==> config.mk <==
export PLATFORM = sky130hd
export DESIGN_NAME = hub75_row_scheduler
export DESIGN_NICKNAME = d
export VERILOG_FILES = /design/src/rtl/hub75_row_scheduler.sv
export SDC_FILE = /design/constraint.sdc
export NUM_CORES = 1
export LEC_CHECK = 0
export ABC_AREA = 1
export CAP_MARGIN = 25
export CORE_MARGIN = 2
export CORE_UTILIZATION = 58
export DETAILED_ROUTE_END_ITERATION = 6
export PLACE_DENSITY_LB_ADDON = 0.25
export SKIP_CTS_REPAIR_TIMING = 1
export SYNTH_ARGS = -nofsm -noshare
export SYNTH_HDL_FRONTEND = slang
export SYNTH_SLANG_ARGS = --single-unit
==> constraint.sdc <==
create_clock -name clk25 -period 4.3 [get_ports clk25]
set_input_delay 1.29 -clock clk25 [delete_from_list [all_inputs] [get_ports clk25]]
set_output_delay 1.29 -clock clk25 [all_outputs]
set_load 0.02 [all_outputs]
==> src/rtl/hub75_row_scheduler.sv <==
// HUB75 row/bit-plane scheduler: sequences shift, display, blank and latch per
// plane with binary-coded modulation, and swaps front/back buffers at frame end.
module hub75_row_scheduler #(
  parameter int NR_ROWS      = 16,
  parameter int NR_BITPLANES = 4,
  parameter int BASE_TIME    = 64,
  parameter int BLANK_CYCLES = 2,
  localparam int ROW_BITS    = (NR_ROWS > 1) ? $clog2(NR_ROWS) : 1,
  localparam int BP_BITS     = (NR_BITPLANES > 1) ? $clog2(NR_BITPLANES) : 1
) (
  input  logic                clk25,
  input  logic                reset25_,
  input  logic                enable,
  output logic                stream_start,
  output logic [ROW_BITS-1:0] stream_row,
  output logic [BP_BITS-1:0]  stream_bitplane,
  output logic                stream_buf,
  input  logic                stream_done,
  output logic                hub75_lat,
  output logic                hub75_oe_n,
  output logic [ROW_BITS-1:0] hub75_row,
  input  logic                swap_req,
  output logic                swap_ack,
  output logic                frame_start
);

  localparam int MAX_TIME = BASE_TIME << (NR_BITPLANES - 1);
  localparam int CNT_BITS = $clog2(MAX_TIME + 1);
  localparam int BLK_BITS = (BLANK_CYCLES > 1) ? $clog2(BLANK_CYCLES) : 1;

  typedef enum logic [2:0] {
    ST_IDLE, ST_SHIFT, ST_WAIT_DISP, ST_BLANK, ST_LATCH
  } state_t;

  state_t              state_q, state_d;
  logic [ROW_BITS-1:0] row_q, row_d;
  logic [BP_BITS-1:0]  bp_q, bp_d;
  logic                buf_q, buf_d;
  logic [CNT_BITS-1:0] cnt_q, cnt_d;
  logic [BLK_BITS-1:0] blank_q, blank_d;
  logic                start_q, start_d;
  logic                frame_q, frame_d;
  logic                ack_q, ack_d;
  logic                lat_q, lat_d;
  logic                oe_n_q, oe_n_d;
  logic [ROW_BITS-1:0] hrow_q, hrow_d;
  logic                last_bp, last_row, frame_end;

  always_ff @(posedge clk25 or negedge reset25_) begin
    if (!reset25_) begin
      state_q <= ST_IDLE;
      row_q   <= '0;
      bp_q    <= '0;
      buf_q   <= 1'b0;
      cnt_q   <= '0;
      blank_q <= '0;
      start_q <= 1'b0;
      frame_q <= 1'b0;
      ack_q   <= 1'b0;
      lat_q   <= 1'b0;
      oe_n_q  <= 1'b1;
      hrow_q  <= '0;
    end else begin
      state_q <= state_d;
      row_q   <= row_d;
      bp_q    <= bp_d;
      buf_q   <= buf_d;
      cnt_q   <= cnt_d;
      blank_q <= blank_d;
      start_q <= start_d;
      frame_q <= frame_d;
      ack_q   <= ack_d;
      lat_q   <= lat_d;
      oe_n_q  <= oe_n_d;
      hrow_q  <= hrow_d;
    end
  end

  // A done pulse coinciding with the start pulse belongs to a previous shift.
  always_comb begin
    state_d = state_q;
    case (state_q)
      ST_IDLE:      if (enable) state_d = ST_SHIFT;
      ST_SHIFT:     if (stream_done && !start_q) state_d = ST_WAIT_DISP;
      ST_WAIT_DISP: if (cnt_q == '0) state_d = ST_BLANK;
      ST_BLANK:     if (blank_q == '0) state_d = ST_LATCH;
      ST_LATCH:     state_d = enable ? ST_SHIFT : ST_IDLE;
      default:      state_d = ST_IDLE;
    endcase
  end

  always_comb begin
    last_bp   = (bp_q == BP_BITS'(NR_BITPLANES - 1));
    last_row  = (row_q == ROW_BITS'(NR_ROWS - 1));
    frame_end = (state_q == ST_LATCH) && last_bp && last_row;

    row_d  = row_q;
    bp_d   = bp_q;
    hrow_d = hrow_q;
    if (state_q == ST_IDLE && enable) begin
      row_d = '0;
      bp_d  = '0;
    end else if (state_q == ST_LATCH) begin
      hrow_d = row_q;
      if (last_bp) begin
        bp_d  = '0;
        row_d = last_row ? '0 : row_q + 1'b1;
      end else begin
        bp_d = bp_q + 1'b1;
      end
    end

    buf_d = buf_q ^ (frame_end & swap_req);
    ack_d = frame_end & swap_req;

    start_d = (state_d == ST_SHIFT) && (state_q != ST_SHIFT);
    frame_d = start_d && (row_d == '0) && (bp_d == '0);
    lat_d   = (state_d == ST_LATCH);

    blank_d = BLK_BITS'(BLANK_CYCLES - 1);
    if (state_q == ST_BLANK && blank_q != '0)
      blank_d = blank_q - 1'b1;

    // Display counter is free-running so a new shift overlaps the current plane.
    cnt_d = cnt_q;
    if (state_q == ST_LATCH)
      cnt_d = CNT_BITS'(BASE_TIME) << bp_q;
    else if (cnt_q != '0)
      cnt_d = cnt_q - 1'b1;
    oe_n_d = (cnt_d == '0);
  end

  assign stream_start    = start_q;
  assign frame_start     = frame_q;
  assign stream_row      = row_q;
  assign stream_bitplane = bp_q;
  assign stream_buf      = buf_q;
  assign swap_ack        = ack_q;
  assign hub75_lat       = lat_q;
  assign hub75_oe_n      = oe_n_q;
  assign hub75_row       = hrow_q;

endmodule

==> flow_metrics.tcl, run 1 <==
set metrics [dict create \
    dieWidth_um 56.2 \
    clock_skew_ns 0.00991 \
    synth_cell_type_count 30 \
    via_per_inst 5.26 \
    rr_worst_depth 10 \
    grt_pass1_vias 1255 \
    clock_path_buffers 2 \
    syn_to_final_growth_pct 19.3 \
    synth_common_cells "nand2_1 (34), inv_1 (30), dfrtp_1 (29), nand3_1 (20), nor2_1 (17)" \
    dr.pass1.iters 4 \
    setup-violations-final 0 \
    slowest_stage "clkdlybuf4s50_1" \
    critical_path_arrival_ns 1.45 \
    yosysMostFrequentCell "nand2_1" \
    clockRootBuffer "clkbuf_4" \
    h-tree-depth 2 \
    cts_sinks 30 \
    synth.ff_latch_count 30 \
    cp-endpoint "stream_bitplane[0]" \
    critPathLaunchType "register" \
    path_cells "clkdlybuf4s50_1" \
    grt_pass1_wl_um 5470 \
    cp_slowest_stage_delay_ns 0.65 \
    synth_edf_count 0 \
    syn_nets 198 \
    fp.dieH_um 56.2 \
    cp_max_fo 6 \
    min_path_cells 1 \
    n_antenna_cell 0 \
    start_util 0.625 \
    grt_max_degree 31 \
    clk_latency_ns 0.33 \
    crit_buf_inv 1 \
    worstMarginPinSlew_ns 0.365 \
    rows 18 \
    drt-initial-drc-count 40 \
    wl_per_cell_um 13.0 \
    ys.flop_type "dfrtp_1" \
    cts.clk_slew.worst_paths_ns 0.10 \
    synth_top_area_share 0.460 \
    total_power_uw 1020 \
    timing.final.crit_share 0.636 \
    grt_remaining_overflow 0 \
    drt-total-wl_um 3180 \
    crit_start "stream_bitplane[0]$_DFF_PN0_" \
    fin_setup_tns_ns 0 \
    fmax_ghz 0.365 \
    syn_area_per_cell_um2 8.44 \
    globalplace.congestion 0.801 \
    relSlewSlack 0.756 \
    r2r_start "cnt_q[0]$_DFF_PN0_" \
    ys_seq_area_frac 0.477 \
    cp_top_family "buffers and inverters" \
    maxSlewViolCount 0 \
    r2r_end "hub75_oe_n$_DFF_PN1_" \
    via_count 1289 \
    critPathKind "register to output port" \
    die-area_um2 3150 \
    cts_tree "built" \
    final_net_count 225 \
    end_kind "output port" \
    hold_class "register to register" \
    async_flop_share 1.00 \
    worst-endpoint-required_ns 3.01 \
    status "finished, final reports clean" \
    rrSetupSlack_ns 2.45 \
    netlist_area_um2 1580 \
    path_depth 1 \
    rsz0062_at_grt "no" \
    syn_inst 187 \
    grt_usage 0.225 \
    core_area_um2 2520 \
    final_hold_viol_count 0 \
    synthTopCellsByArea "dfrtp_1 (46%), nand2_1 (8.1%), inv_1 (7.1%)" \
    fin_crit_ns 2.74 \
    p_leak_uw 0.00100 \
    drv_cap 0 \
    final_antenna_net_count 0 \
    cts-buffers-inserted 5 \
    post-dp-hpwl_um 2320 \
    drc 0 \
    yosys_warnings 0 \
    ir_drop_mv 0.524 \
    yosysTopAreaCell "dfrtp_1" \
    powerDensity_nw_per_um2 544 \
    grt_antenna_before_repair 0 \
    io_pins 21 \
    drive_gt1_frac 0.140 \
    io_buffer_count 20 \
]
## metrics by stage
step | cells | util | hold slack, ns | setup WS, ns | instance area, µm²
after CTS | 245 | 0.746 | 0.460 | 1.55 | 1880
final | 245 | 0.746 | 0.459 | 1.56 | 1880
after global placement | 237 | 0.721 | 0.447 | 1.79 | 1820
after global routing | 245 | 0.746 | 0.485 | 1.51 | 1880
after floorplan | 187 | - | 0.432 | 2.28 | 1580
after detailed placement | 237 | 0.721 | 0.450 | 1.69 | 1820
## layout by cell type, fill, tap and decap left out, drive strengths merged
cell / count
a21oi: 3
a22oi: 1
buf: 1
clkbuf: 6
clkdlybuf4s50: 20
clkinv: 1
clkinvlp: 1
dfrtp: 29
dfstp: 1
ha: 6
inv: 35
nand2: 39
nand3: 23
nand3b: 1
nand4: 2
nor2: 22
nor3: 2
nor4: 2
o2111ai: 1
o21ai: 10
or2: 2
xnor2: 3
xor2: 4
## metal layers
metal,wire [µm],track usage,up-vias
met3,137,0.0674,5
met1,1430,0.265,613
li1,-,-,644
met5,0,0,-
met2,1570,0.387,27
met4,38,0.0782,0
## sequential cells by signal, indices dropped and copies added, names as in the netlist
signal	count
hub75_oe_n	1
stream_start	1
stream_bitplane	2
hub75_lat	1
swap_ack	1
state_q	3
frame_start	1
hub75_row	4
stream_buf	1
blank_q	1
cnt_q	10
stream_row	4
## cells by family (layout without fill, tap and decap cells)
logic type	count (synthesis)	after routing	share of synthesized area
xor gates and xnor gates	7	7	0.0389
AOI/OAI and AO/OA	15	15	0.0539
and+or+nand+nor	93	93	0.297
DFF	30	30	0.477
buffers and inverters	36	64	0.0864
adders and majority gates	6	6	0.0476
## worst register-to-register path: stages, from the launching register on
cell and delay, ns:
dfrtp_1 0.39, inv_1 0.13, ha_1 0.29, nand2_1 0.08
nor2_1 0.11, nand3_2 0.22, nand3_1 0.18, nand2_1 0.07
nor2_1 0.13, nand3_1 0.10, nor2_1 0.09
## where the power goes
group	internal, µW	switching (µW)
registers	357	76.5
logic	153	260
clock network	78.5	98.1
total	589	434
## final cells by class
| type | instances | area, µm² |
|---|---|---|
| clock buffers | 6 | 51.3 |
| clock inverters | 2 | 12.5 |
| fillers | 198 | 641 |
| inverters | 35 | 131 |
| multi-input cells | 121 | 689 |
| flip-flops and latches | 30 | 752 |
| well taps | 30 | 37.5 |
| repair buffers | 21 | 208 |
## worst min path at each step
stage                      start              endpoint
6_report       blank_q$_DFF_PN0_   hub75_lat$_DFF_PN0_
2_1_floorplan  blank_q$_DFF_PN0_   hub75_lat$_DFF_PN0_
5_1_grt        blank_q$_DFF_PN0_  state_q[2]$_DFF_PN0_
3_5_place_dp   blank_q$_DFF_PN0_   hub75_lat$_DFF_PN0_
4_1_cts        blank_q$_DFF_PN0_   hub75_lat$_DFF_PN0_
3_3_place_gp   blank_q$_DFF_PN0_  state_q[2]$_DFF_PN0_
(Power assumes the default switching activity.)
==> inputs of run 2 (changes only) <==
- CORE_UTILIZATION: 58 -> 49
- clock period: 4.3 -> 2.41 ns (I/O delays scaled with it)
==> run 2 against run 1 <==
Compared with the run above:
- hold slack worse by 0.0014 ns
- worst setup slack worse by 1.3 ns
- sequential power grew 77%
- via count is 3.1% lower
- total power increased by 75%
- first-iteration DRC count fell by 15%
- die area is 17% higher
- highest routed layer unchanged
- largest cell class unchanged
- wire length down 9.5%
==> flow_metrics.tcl, run 2 (synthesis results as in run 1) <==
set metrics [dict create \
    final_net_count 225 \
    grt_antenna_before_repair 0 \
    seqPwrFrac 0.427 \
    fin_crit_ns 2.16 \
    worstMarginPinSlew_ns 0.360 \
    n_antenna_cell 0 \
    p_leak_uw 0.00100 \
    via_count 1249 \
    drc 0 \
    cp_top_family "buffers and inverters" \
    hold_slack_ns 0.458 \
    io_pins 21 \
    dieWidth_um 60.7 \
    post-dp-hpwl_um 2170 \
    grt_pass1_wl_um 4850 \
    grt_pass1_vias 1180 \
    final_hold_viol_count 0 \
    n_fill_cell 274 \
    via_per_inst 4.82 \
    drt-initial-drc-count 34 \
    crit_buf_inv 1 \
    clk_latency_ns 0.33 \
    h-tree-depth 2 \
    largest_reg_flops 10 \
    cts-buffers-inserted 5 \
    grt_max_degree 31 \
    final_cell_mix "nand2_1 (34), inv_1 (30), dfrtp_1 (29)" \
    stdcell_count 259 \
    wl_per_cell_um 11.1 \
    rsz0062_at_grt "no" \
    critical_path_arrival_ns 1.44 \
    cts_tree "built" \
    maxSlewViolCount 0 \
    fmax_ghz 0.462 \
    io_buffer_count 20 \
    die-area_um2 3690 \
    timing.final.crit_share 0.897 \
    largest_register "cnt_q" \
    fin_setup_tns_ns 0 \
    rows 20 \
    setup-violations-final 0 \
    grt_usage 0.184 \
    dr.pass1.iters 4 \
    seqCellArea_um2 752 \
    start_util 0.517 \
    critPathLaunchType "register" \
    dp.cells 251 \
    hold_class "register to register" \
    end_kind "output port" \
    combinationalPowerShare 0.396 \
    internal_power_uw 1050 \
    syn_to_final_growth_pct 20.4 \
    grt_remaining_overflow 0 \
    p_sw_uw 744 \
    globalplace.congestion 0.885 \
    ir_drop_mv 0.545 \
    clockPowerShare 0.177 \
    final_common_cell "nand2_1" \
    path_cells "clkdlybuf4s50_1" \
    slowest_stage "clkdlybuf4s50_1" \
    final_antenna_net_count 0 \
    clockRootBuffer "clkbuf_4" \
    multi_input_area_um2 689 \
    drt-total-wl_um 2880 \
    fp.dieH_um 60.7 \
    core_area_um2 3050 \
    critPathKind "register to output port" \
    cp_slowest_stage_delay_ns 0.59 \
    cts.clk_slew.worst_paths_ns 0.09 \
    status "finished, final reports clean" \
    cts_sinks 30 \
    cp_max_fo 1 \
    relSlewSlack 0.760 \
    switching_share 0.415 \
    clock_path_buffers 2 \
    worst_slack_ns 0.247 \
    powerDensity_nw_per_um2 945 \
    pre_cts_ws_ns 0.381 \
    worst-endpoint-required_ns 1.69 \
    drv_cap 0 \
    drive_gt1_frac 0.140 \
    clock_skew_ns 0.00453 \
]
## run 2: path summary, 6_finish.rpt
path	from	to	slack (ns)	cells past startpoint
worst max register to register	cnt_q[0]$_DFF_PN0_	hub75_oe_n$_DFF_PN1_	0.60	10
worst max-delay path	hub75_oe_n$_DFF_PN1_	hub75_oe_n	0.25	1
worst min-delay path	blank_q$_DFF_PN0_	state_q[2]$_DFF_PN0_	0.46	1
worst min register to register	blank_q$_DFF_PN0_	state_q[2]$_DFF_PN0_	0.46	1
max in group asynchronous	reset25_	hub75_oe_n$_DFF_PN1_	1.35	2
min in group asynchronous	reset25_	cnt_q[4]$_DFF_PN0_	0.76	2
## run 2: cell type report
cell class,instances,share of cell area
clock buffer,6,0.0270
multi-input combinational,121,0.363
timing repair buffer,21,0.109
tap,44,0.0290
sequential,30,0.396
inverter,35,0.0692
clock inverter,2,0.00659
## run 2: power groups by stage
stage | sequential, µW | combinational [µW] | clock (µW)
6_report | 765 | 711 | 318
5_1_grt | 779 | 826 | 352
3_5_place_dp | 773 | 714 | 0
4_1_cts | 764 | 719 | 329
2_1_floorplan | 780 | 521 | 0
3_3_place_gp | 768 | 692 | 0
## run 2: through the flow
step           utilization  power, µW  cell area [µm²]
6_report             0.622       1790             1900
4_1_cts              0.622       1810             1900
3_3_place_gp         0.601       1460             1840
5_1_grt              0.622       1960             1900
2_1_floorplan            -       1300             1580
3_5_place_dp         0.601       1490             1840
## run 2: layer usage
metal  track usage  up-vias  wire length [µm]
met4         0.102        0                78
li1              -      650                 -
met1         0.228      570              1370
met3        0.0512        8               120
met2         0.292       21              1310
met5             0        -                 0
